==> config.mk <==
export PLATFORM = sky130hd
export DESIGN_NAME = sopc_rst_seq_ctrl
export DESIGN_NICKNAME = d
export VERILOG_FILES = /design/src/rtl/sopc_rst_seq_ctrl_pkg.sv /design/src/rtl/sopc_rst_seq_ctrl_sat_counter.sv /design/src/rtl/sopc_rst_seq_ctrl.sv
export SDC_FILE = /design/constraint.sdc
export NUM_CORES = 1
export LEC_CHECK = 0
export CAP_MARGIN = 20
export CORE_MARGIN = 2
export CORE_UTILIZATION = 31
export DETAILED_ROUTE_END_ITERATION = 8
export DONT_BUFFER_PORTS = 1
export GPL_TIMING_DRIVEN = 0
export PLACE_DENSITY = 0.49
export RECOVER_POWER = 50
export SYNTH_ARGS = -nofsm -noshare
export SYNTH_HDL_FRONTEND = slang
export SYNTH_SLANG_ARGS = --single-unit
==> constraint.sdc <==
create_clock -name clk -period 1.8 [get_ports clk]
set_input_delay 0.18 -clock clk [delete_from_list [all_inputs] [get_ports clk]]
set_output_delay 0.18 -clock clk [all_outputs]
set_load 0.005 [all_outputs]
==> src/rtl/sopc_rst_seq_ctrl_pkg.sv <==
// Shared encodings for the SOPC reset/run sequencer: FSM states, done causes, reset levels.
package sopc_rst_seq_ctrl_pkg;

   localparam logic RST_ENABLE  = 1'b1;
   localparam logic RST_DISABLE = 1'b0;

   typedef enum logic [1:0] {
      SEQ_HOLD    = 2'b00,
      SEQ_RELEASE = 2'b01,
      SEQ_RUN     = 2'b10,
      SEQ_DONE    = 2'b11
   } seq_state_e;

   typedef enum logic [1:0] {
      CAUSE_NONE    = 2'b00,
      CAUSE_HALT    = 2'b01,
      CAUSE_TIMEOUT = 2'b10
   } done_cause_e;

endpackage

==> src/rtl/sopc_rst_seq_ctrl_sat_counter.sv <==
// Saturating up-counter with clear, enable and terminal-count compare.
module sopc_sat_counter #(
   parameter int unsigned CNT_W = 16
) (
   input  logic             clk_i,
   input  logic             rst_i,
   input  logic             clr_i,
   input  logic             en_i,
   input  logic [CNT_W-1:0] term_i,
   output logic [CNT_W-1:0] cnt_o,
   output logic             at_term_o
);

   logic [CNT_W-1:0] cnt_q, cnt_d;

   always_comb begin
      cnt_d = cnt_q;
      if (clr_i) begin
         cnt_d = '0;
      end else if (en_i && (cnt_q != '1)) begin
         cnt_d = cnt_q + 1'b1;
      end
   end

   always_ff @(posedge clk_i) begin
      if (rst_i) begin
         cnt_q <= '0;
      end else begin
         cnt_q <= cnt_d;
      end
   end

   assign cnt_o     = cnt_q;
   assign at_term_o = (cnt_q == term_i);

endmodule

==> src/rtl/sopc_rst_seq_ctrl.sv <==
// Multi-domain reset sequencer: hold, staggered release, supervised run with halt/timeout reporting.
module sopc_rst_seq_ctrl #(
   parameter int unsigned NUM_CH         = 2,
   parameter int unsigned HOLD_CYCLES    = 10,
   parameter int unsigned STAGGER_CYCLES = 2,
   parameter int unsigned RUN_CYCLES     = 50,
   parameter int unsigned CNT_W          = 16
) (
   input  logic              clk,
   input  logic              rst,
   input  logic              sw_rst_req,
   input  logic              halt_in,
   output logic [NUM_CH-1:0] ch_rst,
   output logic              run_active,
   output logic              sim_done,
   output logic [1:0]        done_cause,
   output logic [CNT_W-1:0]  cycle_cnt
);

   import sopc_rst_seq_ctrl_pkg::*;

   localparam logic [CNT_W-1:0] HOLD_TERM = CNT_W'(HOLD_CYCLES - 1);
   localparam logic [CNT_W-1:0] REL_TERM  = CNT_W'((NUM_CH - 1) * STAGGER_CYCLES);
   localparam logic [CNT_W-1:0] RUN_TERM  = CNT_W'(RUN_CYCLES - 1);
   localparam bit               WDOG_EN   = (RUN_CYCLES != 0);

   seq_state_e        state_q;
   done_cause_e       cause_q;
   logic [NUM_CH-1:0] ch_rst_q, ch_rst_d;
   logic              run_active_q, sim_done_q;

   logic [CNT_W-1:0]  seq_cnt, seq_term;
   logic              seq_clr, seq_en, seq_at_term;
   logic              run_clr, run_en, run_at_term;

   // One counter times both phases; it is cleared on the HOLD->RELEASE hand-over.
   always_comb begin
      seq_clr  = sw_rst_req;
      seq_en   = 1'b0;
      seq_term = HOLD_TERM;
      run_clr  = 1'b1;
      run_en   = 1'b0;
      case (state_q)
         SEQ_HOLD: begin
            seq_en = 1'b1;
            if (seq_at_term) seq_clr = 1'b1;
         end
         SEQ_RELEASE: begin
            seq_en   = 1'b1;
            seq_term = REL_TERM;
         end
         SEQ_RUN: begin
            run_clr = sw_rst_req;
            run_en  = 1'b1;
         end
         SEQ_DONE: run_clr = sw_rst_req;
         default: ;
      endcase
   end

   sopc_sat_counter #(.CNT_W(CNT_W)) u_seq_cnt (
      .clk_i     (clk),
      .rst_i     (rst),
      .clr_i     (seq_clr),
      .en_i      (seq_en),
      .term_i    (seq_term),
      .cnt_o     (seq_cnt),
      .at_term_o (seq_at_term)
   );

   sopc_sat_counter #(.CNT_W(CNT_W)) u_run_cnt (
      .clk_i     (clk),
      .rst_i     (rst),
      .clr_i     (run_clr),
      .en_i      (run_en),
      .term_i    (RUN_TERM),
      .cnt_o     (cycle_cnt),
      .at_term_o (run_at_term)
   );

   for (genvar i = 0; i < NUM_CH; i++) begin : g_rel
      localparam logic [CNT_W-1:0] REL_AT = CNT_W'(i * STAGGER_CYCLES);
      assign ch_rst_d[i] = (seq_cnt >= REL_AT) ? RST_DISABLE : ch_rst_q[i];
   end

   always_ff @(posedge clk) begin
      if ((rst == RST_ENABLE) || sw_rst_req) begin
         state_q      <= SEQ_HOLD;
         ch_rst_q     <= '1;
         run_active_q <= 1'b0;
         sim_done_q   <= 1'b0;
         cause_q      <= CAUSE_NONE;
      end else begin
         case (state_q)
            SEQ_HOLD: begin
               if (seq_at_term) state_q <= SEQ_RELEASE;
            end
            SEQ_RELEASE: begin
               ch_rst_q <= ch_rst_d;
               if (seq_at_term) begin
                  state_q      <= SEQ_RUN;
                  run_active_q <= 1'b1;
               end
            end
            SEQ_RUN: begin
               if (halt_in) begin
                  state_q      <= SEQ_DONE;
                  run_active_q <= 1'b0;
                  sim_done_q   <= 1'b1;
                  cause_q      <= CAUSE_HALT;
               end else if (WDOG_EN && run_at_term) begin
                  state_q      <= SEQ_DONE;
                  run_active_q <= 1'b0;
                  sim_done_q   <= 1'b1;
                  cause_q      <= CAUSE_TIMEOUT;
               end
            end
            default: ;
         endcase
      end
   end

   assign ch_rst     = ch_rst_q;
   assign run_active = run_active_q;
   assign sim_done   = sim_done_q;
   assign done_cause = cause_q;

endmodule

# Word level (Yosys, flattened, before mapping)
# Cells that the tools add are included.
dict set report totals {
  regBits 40
  inputBits 4
}
dict set report classes {
  add_sub_neg 2
  order_cmp 2
  eq_ne 10
  muxes 19
  reduce_logical 16
}
# cell count
set ops {}
lappend ops {{adder 16 x 1 -> 16 bit (second input constant)} 2}
lappend ops {{!= test 16 bit (second input constant)} 2}
lappend ops {{equality test 16 x 4 -> 1 bit} 1}
lappend ops {{equality test 16 x 6 -> 1 bit (second input constant)} 1}
lappend ops {{greater-or-equal comparator 16 x 1 -> 1 bit (second input constant)} 1}
lappend ops {{greater-or-equal comparator 16 x 2 -> 1 bit (second input constant)} 1}
lappend ops {{2-to-1 mux 2 bit} 6}
lappend ops {{2-to-1 mux 1 bit} 10}
lappend ops {{OR reduction 2 bit} 4}
lappend ops {{case mux 2 bit (3 select lines)} 1}
lappend ops {{AND reduction 2 bit} 3}
lappend ops {{equality test 2 bit (second input constant)} 2}
lappend ops {{2-to-1 mux 4 bit} 1}
lappend ops {{!= test 2 bit (second input constant)} 2}
lappend ops {{AND reduction 4 bit} 1}
lappend ops {{nonzero test 2 bit} 2}
lappend ops {{!= test 3 bit (second input constant)} 1}
lappend ops {{AND reduction 3 bit} 1}
lappend ops {{nonzero test 3 bit} 1}
lappend ops {{equality test 2 x 1 -> 1 bit (second input constant)} 1}
lappend ops {{logical AND 1 bit} 2}
lappend ops {{logical NOT 2 bit} 1}
lappend ops {{case mux 1 bit (2 select lines)} 1}
lappend ops {{logical OR 1 bit} 1}

# Longest topological paths before layout
dict set report logic_depth {
  ltp_word 6
  depth_mapped 8
  mapped_depth_nobuf 6
}

# Hierarchy
# A second synthesis with hierarchy kept.
dict set report hier_totals {
  cells_unflattened 294
  area_unflattened_um2 2608.8
}
# module instances cells_each area_each_um2 seq_area_each_um2
set modules_own_cells {}
lappend modules_own_cells {sopc_sat_counter 2 121 1073.5 320.3}
lappend modules_own_cells {sopc_rst_seq_ctrl 1 52 461.7 160.2}

# Worst setup path after synthesis
# No wires, ideal clock.
dict set report synth_path {
  path_type {reg-to-reg}
  from {reg state_q[1]}
  to {reg state_q[0]}
  setup_ns 0.072
  arrival_time_ns 1.756
  path_slack_ns -0.028
  stages_incl_launch_ff 8
  path_buffers 1
  path_cell_list {dfxtp_1 > inv_1 > ha_1 > buf_4 > nor4bb_1 > o21ai_0 > a222oi_1 > mux2i_1}
}
dict set report synth_via {
  elab_chain_len 5
  word_cells_on_any_way 11
  classes_between {6 x eq/ne; 2 x mux; 3 x reduce/logical}
}
# item line_no
set synth_lines {}
lappend synth_lines {{start, declared} sopc_rst_seq_ctrl.sv:27} ;# seq_state_e state_q;
lappend synth_lines {{start signal, assigned} sopc_rst_seq_ctrl.sv:88} ;# state_q <= SEQ_HOLD;
lappend synth_lines {{start signal, assigned} sopc_rst_seq_ctrl.sv:96} ;# if (seq_at_term) state_q <= SEQ_RELEASE;
lappend synth_lines {{start signal, assigned} sopc_rst_seq_ctrl.sv:101} ;# state_q <= SEQ_RUN;
lappend synth_lines {{equality test 2 x 1 -> 1 bit} {sopc_rst_seq_ctrl.sv:43, sopc_rst_seq_ctrl.sv:94}}
lappend synth_lines {{2-to-1 mux 4 bit} sopc_rst_seq_ctrl.sv:43} ;# case (state_q)
lappend synth_lines {{equality test 16 x 4 -> 1 bit} sopc_rst_seq_ctrl_sat_counter.sv:34} ;# assign at_term_o = (cnt_q == term_i);
lappend synth_lines {{!= test 2 bit (no line)} n/a}
lappend synth_lines {{AND reduction 4 bit (no line)} n/a}
# Parallel ways exist; a longest one is shown, timed or not.
# A chain may end at the register's enable or synchronous reset.

# Worst setup path in the final report
dict set report layout_path {
  from {reg state_q[1]}
  to {reg u_seq_cnt.cnt_q[13], in the netlist u_seq_cnt.cnt_o[13]}
}
dict set report layout_via {
  elab_chain_len 6
  word_cells_on_any_way 10
  classes_between {2 x eq/ne; 4 x mux; 4 x reduce/logical}
}
# item line_no
set layout_lines {}
lappend layout_lines {{equality test 2 x 1 -> 1 bit} sopc_rst_seq_ctrl.sv:43}
lappend layout_lines {{2-to-1 mux 4 bit} sopc_rst_seq_ctrl.sv:43}
lappend layout_lines {{equality test 16 x 4 -> 1 bit} sopc_rst_seq_ctrl_sat_counter.sv:34}
lappend layout_lines {{2-to-1 mux 1 bit} sopc_rst_seq_ctrl.sv:46} ;# if (seq_at_term) seq_clr = 1'b1;
lappend layout_lines {{2-to-1 mux 1 bit} sopc_rst_seq_ctrl.sv:43}
lappend layout_lines {{OR reduction 2 bit (no line)} n/a}
lappend layout_lines {{end signal, assigned} sopc_rst_seq_ctrl_sat_counter.sv:29} ;# cnt_q <= cnt_d;
lappend layout_lines {{end, declared} sopc_rst_seq_ctrl_sat_counter.sv:14} ;# logic [CNT_W-1:0] cnt_q, cnt_d;
# Parallel ways exist; a longest one is shown, timed or not.

==> results_tabular.tex <==
\begin{tabular}{lr}
\hline
Metric & Value \\
\hline
\multicolumn{2}{l}{\textbf{Synthesis}} \\
\quad Number of enable-type register cells in the synthesized netlist & 0 \\
\quad Dominant register cell in the synthesized netlist & sky130\_fd\_sc\_hd\_\_dfxtp\_1 \\
\quad Mux cell area share after synthesis & 0.0185 \\
\quad Post-Synth Simple-Gate Area & 0.272 \\
\quad Post-synthesis average cell area & 8.43 um2 \\
\quad Yosys warning count & 0 \\
\quad Library cells used by synthesis & 46 \\
\quad Share of Yosys cell area claimed by the top area cell type & 0.370 \\
\quad Adder-Cell Fraction of Synth Area & 0.0520 \\
\quad Post-synthesis async set-or-reset flop share & 0 \\
\quad Post-Synth XOR/XNOR Area & 0.0162 \\
\quad Leading cell types by total area after synthesis & sky130\_fd\_sc\_hd\_\_dfxtp\_1, sky130\_fd\_sc\_hd\_\_a21oi\_1, sky130\_fd\_sc\_hd\_\_ha\_1 \\
\quad Count of state elements after synthesis & 40 \\
\quad Compound-gate portion of the synthesized area & 0.233 \\
\quad Main combinational cell family by area after synthesis & simple AND/OR/NAND/NOR gates \\
\quad Summed instance area of the synthesized netlist & 2170 um2 \\
\quad Post-synthesis instance total & about 260 \\
\quad Cell taking the most area after synthesis & sky130\_fd\_sc\_hd\_\_dfxtp\_1 \\
\quad Total nets after synthesis & 270 \\
\quad Register area share after synthesis & 0.370 \\
\multicolumn{2}{l}{\textbf{Die}} \\
\quad Die Y-Extent & about 90 um \\
\quad Initial core utilization & 0.319 \\
\quad Horizontal die dimension & 87.6 um \\
\quad Area of the die & 7670 um2 \\
\quad I/O Pins & 26 \\
\quad Floorplan row count & 30 \\
\quad Area of the core & 6790 um2 \\
\multicolumn{2}{l}{\textbf{Worst setup path}} \\
\quad Biggest fanout along the worst timing path & 8 \\
\quad Max incr delay on CP & between 0.4 and 0.5 ns \\
\quad Ordered list of cells on the worst path & inv\_4 > buf\_6 > ha\_4 > o2111a\_1 > nand2\_2 > buf\_6 > or4\_4 > a21oi\_2 \\
\quad Critical Path RT & 2.03 ns \\
\quad Setup crit end kind & register \\
\quad Total buffers and inverters traversed by the critical path & 3 \\
\quad Critical path launch point type & register \\
\quad Data arrival, critical path & slightly above 2 ns \\
\quad Worst path most repeated cell & sky130\_fd\_sc\_hd\_\_buf\_6 \\
\quad Family with the most delay on the worst path & simple AND/OR/NAND/NOR gates \\
\quad Type of the worst setup path & register to register \\
\quad CP max-delay cell & sky130\_fd\_sc\_hd\_\_or4\_4 \\
\multicolumn{2}{l}{\textbf{STA}} \\
\quad Slew Limit Headroom & 0.577 \\
\quad Number of endpoints failing setup at the final stage & 3 \\
\quad Smallest setup slack after layout & -0.0228 ns \\
\quad Least-Margin Pin Slew & around 0.63 ns \\
\quad Shortest period the worst path allows & about 1.8 ns \\
\quad FMAX & 0.549 GHz \\
\quad Worst-case clock skew & between 0.01 and 0.015 ns \\
\quad RSZ-0062 raised after global routing & true \\
\quad Max Slew Vio Count & 0 \\
\quad Portion of the clock cycle consumed by the worst path in the final layout & 1.01 \\
\quad Setup TNS Final & -0.0495 ns \\
\quad Fin. Hold Viols & 0 \\
\quad Worst Hold Margin & 0.0130 ns \\
\multicolumn{2}{l}{\textbf{Clock tree}} \\
\quad Latest clock arrival within the worst-skew pair & 0.29 ns \\
\quad Register clock-pin slew on the reported worst setup and hold paths & 0.08 ns \\
\quad Sink count of the clock tree & 40 \\
\quad Clock root cell & sky130\_fd\_sc\_hd\_\_clkbuf\_8 \\
\quad CTS Hold Buffers Added & 0 \\
\quad Total clock buffers created by CTS & 5 \\
\quad TritonCTS clock tree & built \\
\quad Clock H-tree levels & 2 \\
\quad Worst-case clock buffer depth & 2 \\
\multicolumn{2}{l}{\textbf{Global route}} \\
\quad Fraction of met3 tracks used by global routing & 0.0368 \\
\quad Number of global-route vias before repair & 1870 \\
\quad GRT Residual Overflow & 0 \\
\quad Met1 GRT Util & 0.197 \\
\quad Aggregate global-route resource usage & 0.148 \\
\quad Initial antenna violation count & 0 \\
\quad First-pass GRT wire length & 8.99 mm \\
\quad Most Crowded Layer GR & met2 \\
\quad Largest net degree at the start of global routing & 13 \\
\quad Global routing usage on met2 & 0.233 \\
\multicolumn{2}{l}{\textbf{Layout}} \\
\quad Layout overhead on the synthesized area & 26.9\% \\
\quad Nets & between 200 and 300 \\
\quad Final instance area & 2750 um2 \\
\quad Non-Filler Instances & 383 \\
\quad Share of final-layout standard cells stronger than drive strength 1 & 0.247 \\
\quad Total of fill cells in the finished design & between 700 and 800 \\
\quad Antenna Cells & 0 \\
\multicolumn{2}{l}{\textbf{Power and ir drop}} \\
\quad Total leakage power & 0.000876 uW \\
\quad Power density relative to cell area & 633 nW/um2 \\
\quad Maximum vdd ir drop & 0.433 mV \\
\multicolumn{2}{l}{\textbf{Detailed routing}} \\
\quad Wirelength, routed & 5.64 mm \\
\quad Number of DRC markers after the initial detailed-route iteration & 87 \\
\quad TritonRoute pass-1 iters & 4 \\
\quad Total vias in the final route & 2087 \\
\quad Routed len/inst & 14.7 um \\
\quad Count of nets left with antenna violations after detail routing & 0 \\
\quad Average via count per standard cell & roughly 5.4 \\
\quad DRC violation count after routing & 0 \\
\multicolumn{2}{l}{\textbf{Placement}} \\
\quad Number of buffer cells added on primary ports & 0 \\
\quad Final RePlAce weighted congestion & 0.790 \\
\quad Dpl cells & 353 \\
\quad DP Area & 2290 um2 \\
\quad HPWL Detailed & approximately 3.8 mm \\
\quad Worst setup slack after placement & -0.441 ns \\
\multicolumn{2}{l}{\textbf{Hold path}} \\
\quad Hold crit path type & input port to register \\
\multicolumn{2}{l}{\textbf{Status}} \\
\quad Failing checks & negative setup slack \\
\quad Run status & finished, violations left \\
\multicolumn{2}{l}{\textbf{Flow run}} \\
\quad Maximum capacitance violations & 0 \\
\hline
\end{tabular}
-- worst paths after layout --
kind / from / to / slack (ns) / cells after the start
setup / recovery: state_q[1]$_SDFFE_PP0P_ / u_seq_cnt.cnt_o[13]$_SDFFE_PP0P_ / -0.02 / 8
hold / removal: halt_in / done_cause[0]$_SDFFE_PP0P_ / 0.01 / 2
setup reg to reg: state_q[1]$_SDFFE_PP0P_ / u_seq_cnt.cnt_o[13]$_SDFFE_PP0P_ / -0.02 / 8
hold reg to reg: ch_rst[0]$_SDFFE_PP1P_ / ch_rst[0]$_SDFFE_PP1P_ / 0.49 / 2
-- synth_stat cells (all sizes together), types with 2 or more instances --
library cell	n
xor2	2
nand2	20
or2	2
o31ai	9
and4bb	2
nand3	9
o41ai	3
o211ai	2
buf	6
ha	9
o2111ai	2
a211oi	2
nor2	15
inv	12
and3	2
o2111a	2
xnor2	2
a21oi	25
o21a	2
a2111o	3
nor4	7
dfxtp	40
nand4	9
o21ai	21
mux2i	4
or4	10
clkbuf	2
and4	4
nor3	5
or3	12
-- area by class of cell --
type                            instances  area (um2)  share of cell area
Timing Repair Buffer                   23         180              0.0655
Inverter                               12        50.0              0.0182
Tap cell                               96         120              0.0437
Multi-Input combinational cell        197        1400               0.510
Clock buffer                            7        96.3              0.0350
Buffer                                  7        51.3              0.0187
Sequential cell                        40         818               0.298
Clock inverter                          1        30.0              0.0109
-- power by group --
part           leakage [uW]  total, uW  internal [uW]  switching [uW]
registers          0.000328        888            883            4.11
logic              0.000484       30.9           12.9            18.0
clock network     0.0000645        822            490             332
total              0.000876       1740           1390             354
-- through the flow --
stage | power, uW | utilization
2_1_floorplan | 927 | -
3_3_place_gp | 935 | 0.337
3_5_place_dp | 935 | 0.337
4_1_cts | 1770 | 0.374
5_1_grt | 1810 | 0.405
6_report | 1740 | 0.405
-- registers in the layout (all words and copies together) (netlist names) --
signal and count:
u_run_cnt.cnt_o 16, u_seq_cnt.cnt_o 16, run_active 1, sim_done 1, done_cause 2, state_q 2
ch_rst 2
-- repair_timing --
action | 4_1_cts | 5_1_grt
resized for setup | 23 | 30
pin swaps | 8 | 15
hold endpoints to repair | 0 | 0
setup endpoints to repair | 29 | 29
setup buffers | 8 | 15
-- cell usage in the layout, fill, tap and decap left out, types with 5 or more instances in the layout --
cell / count
sky130_fd_sc_hd__inv_1: 10
sky130_fd_sc_hd__or4_1: 9
sky130_fd_sc_hd__nor4_1: 5
sky130_fd_sc_hd__or3_1: 12
sky130_fd_sc_hd__o21ai_0: 16
sky130_fd_sc_hd__buf_4: 23
sky130_fd_sc_hd__nand2_1: 19
sky130_fd_sc_hd__dfxtp_2: 8
sky130_fd_sc_hd__nor3_1: 5
sky130_fd_sc_hd__nor2_1: 13
sky130_fd_sc_hd__a21oi_1: 23
sky130_fd_sc_hd__nand3_1: 9
sky130_fd_sc_hd__dfxtp_1: 30
sky130_fd_sc_hd__o31ai_1: 8
sky130_fd_sc_hd__nand4_1: 8
sky130_fd_sc_hd__ha_1: 6
sky130_fd_sc_hd__clkbuf_8: 7
-- logic make-up after synthesis --
| kind of cell | Yosys count |
|---|---|
| flip-flops | 40 |
| XOR/XNOR | 4 |
| AND/OR/NAND/NOR | 102 |
| adder cells (fa/ha/maj) | 9 |
| multiplexers | 4 |
| AO/OA/AOI/OAI | 78 |
| buffers and inverters | 20 |
-- routing by layer --
metal / up-vias / wire length (um)
met5: - / 0
met4: 0 / 68
met3: 6 / 272
met2: 46 / 2690
met1: 984 / 2610
li1: 1051 / -
Note: power is estimated with default switching activity, not from simulation.
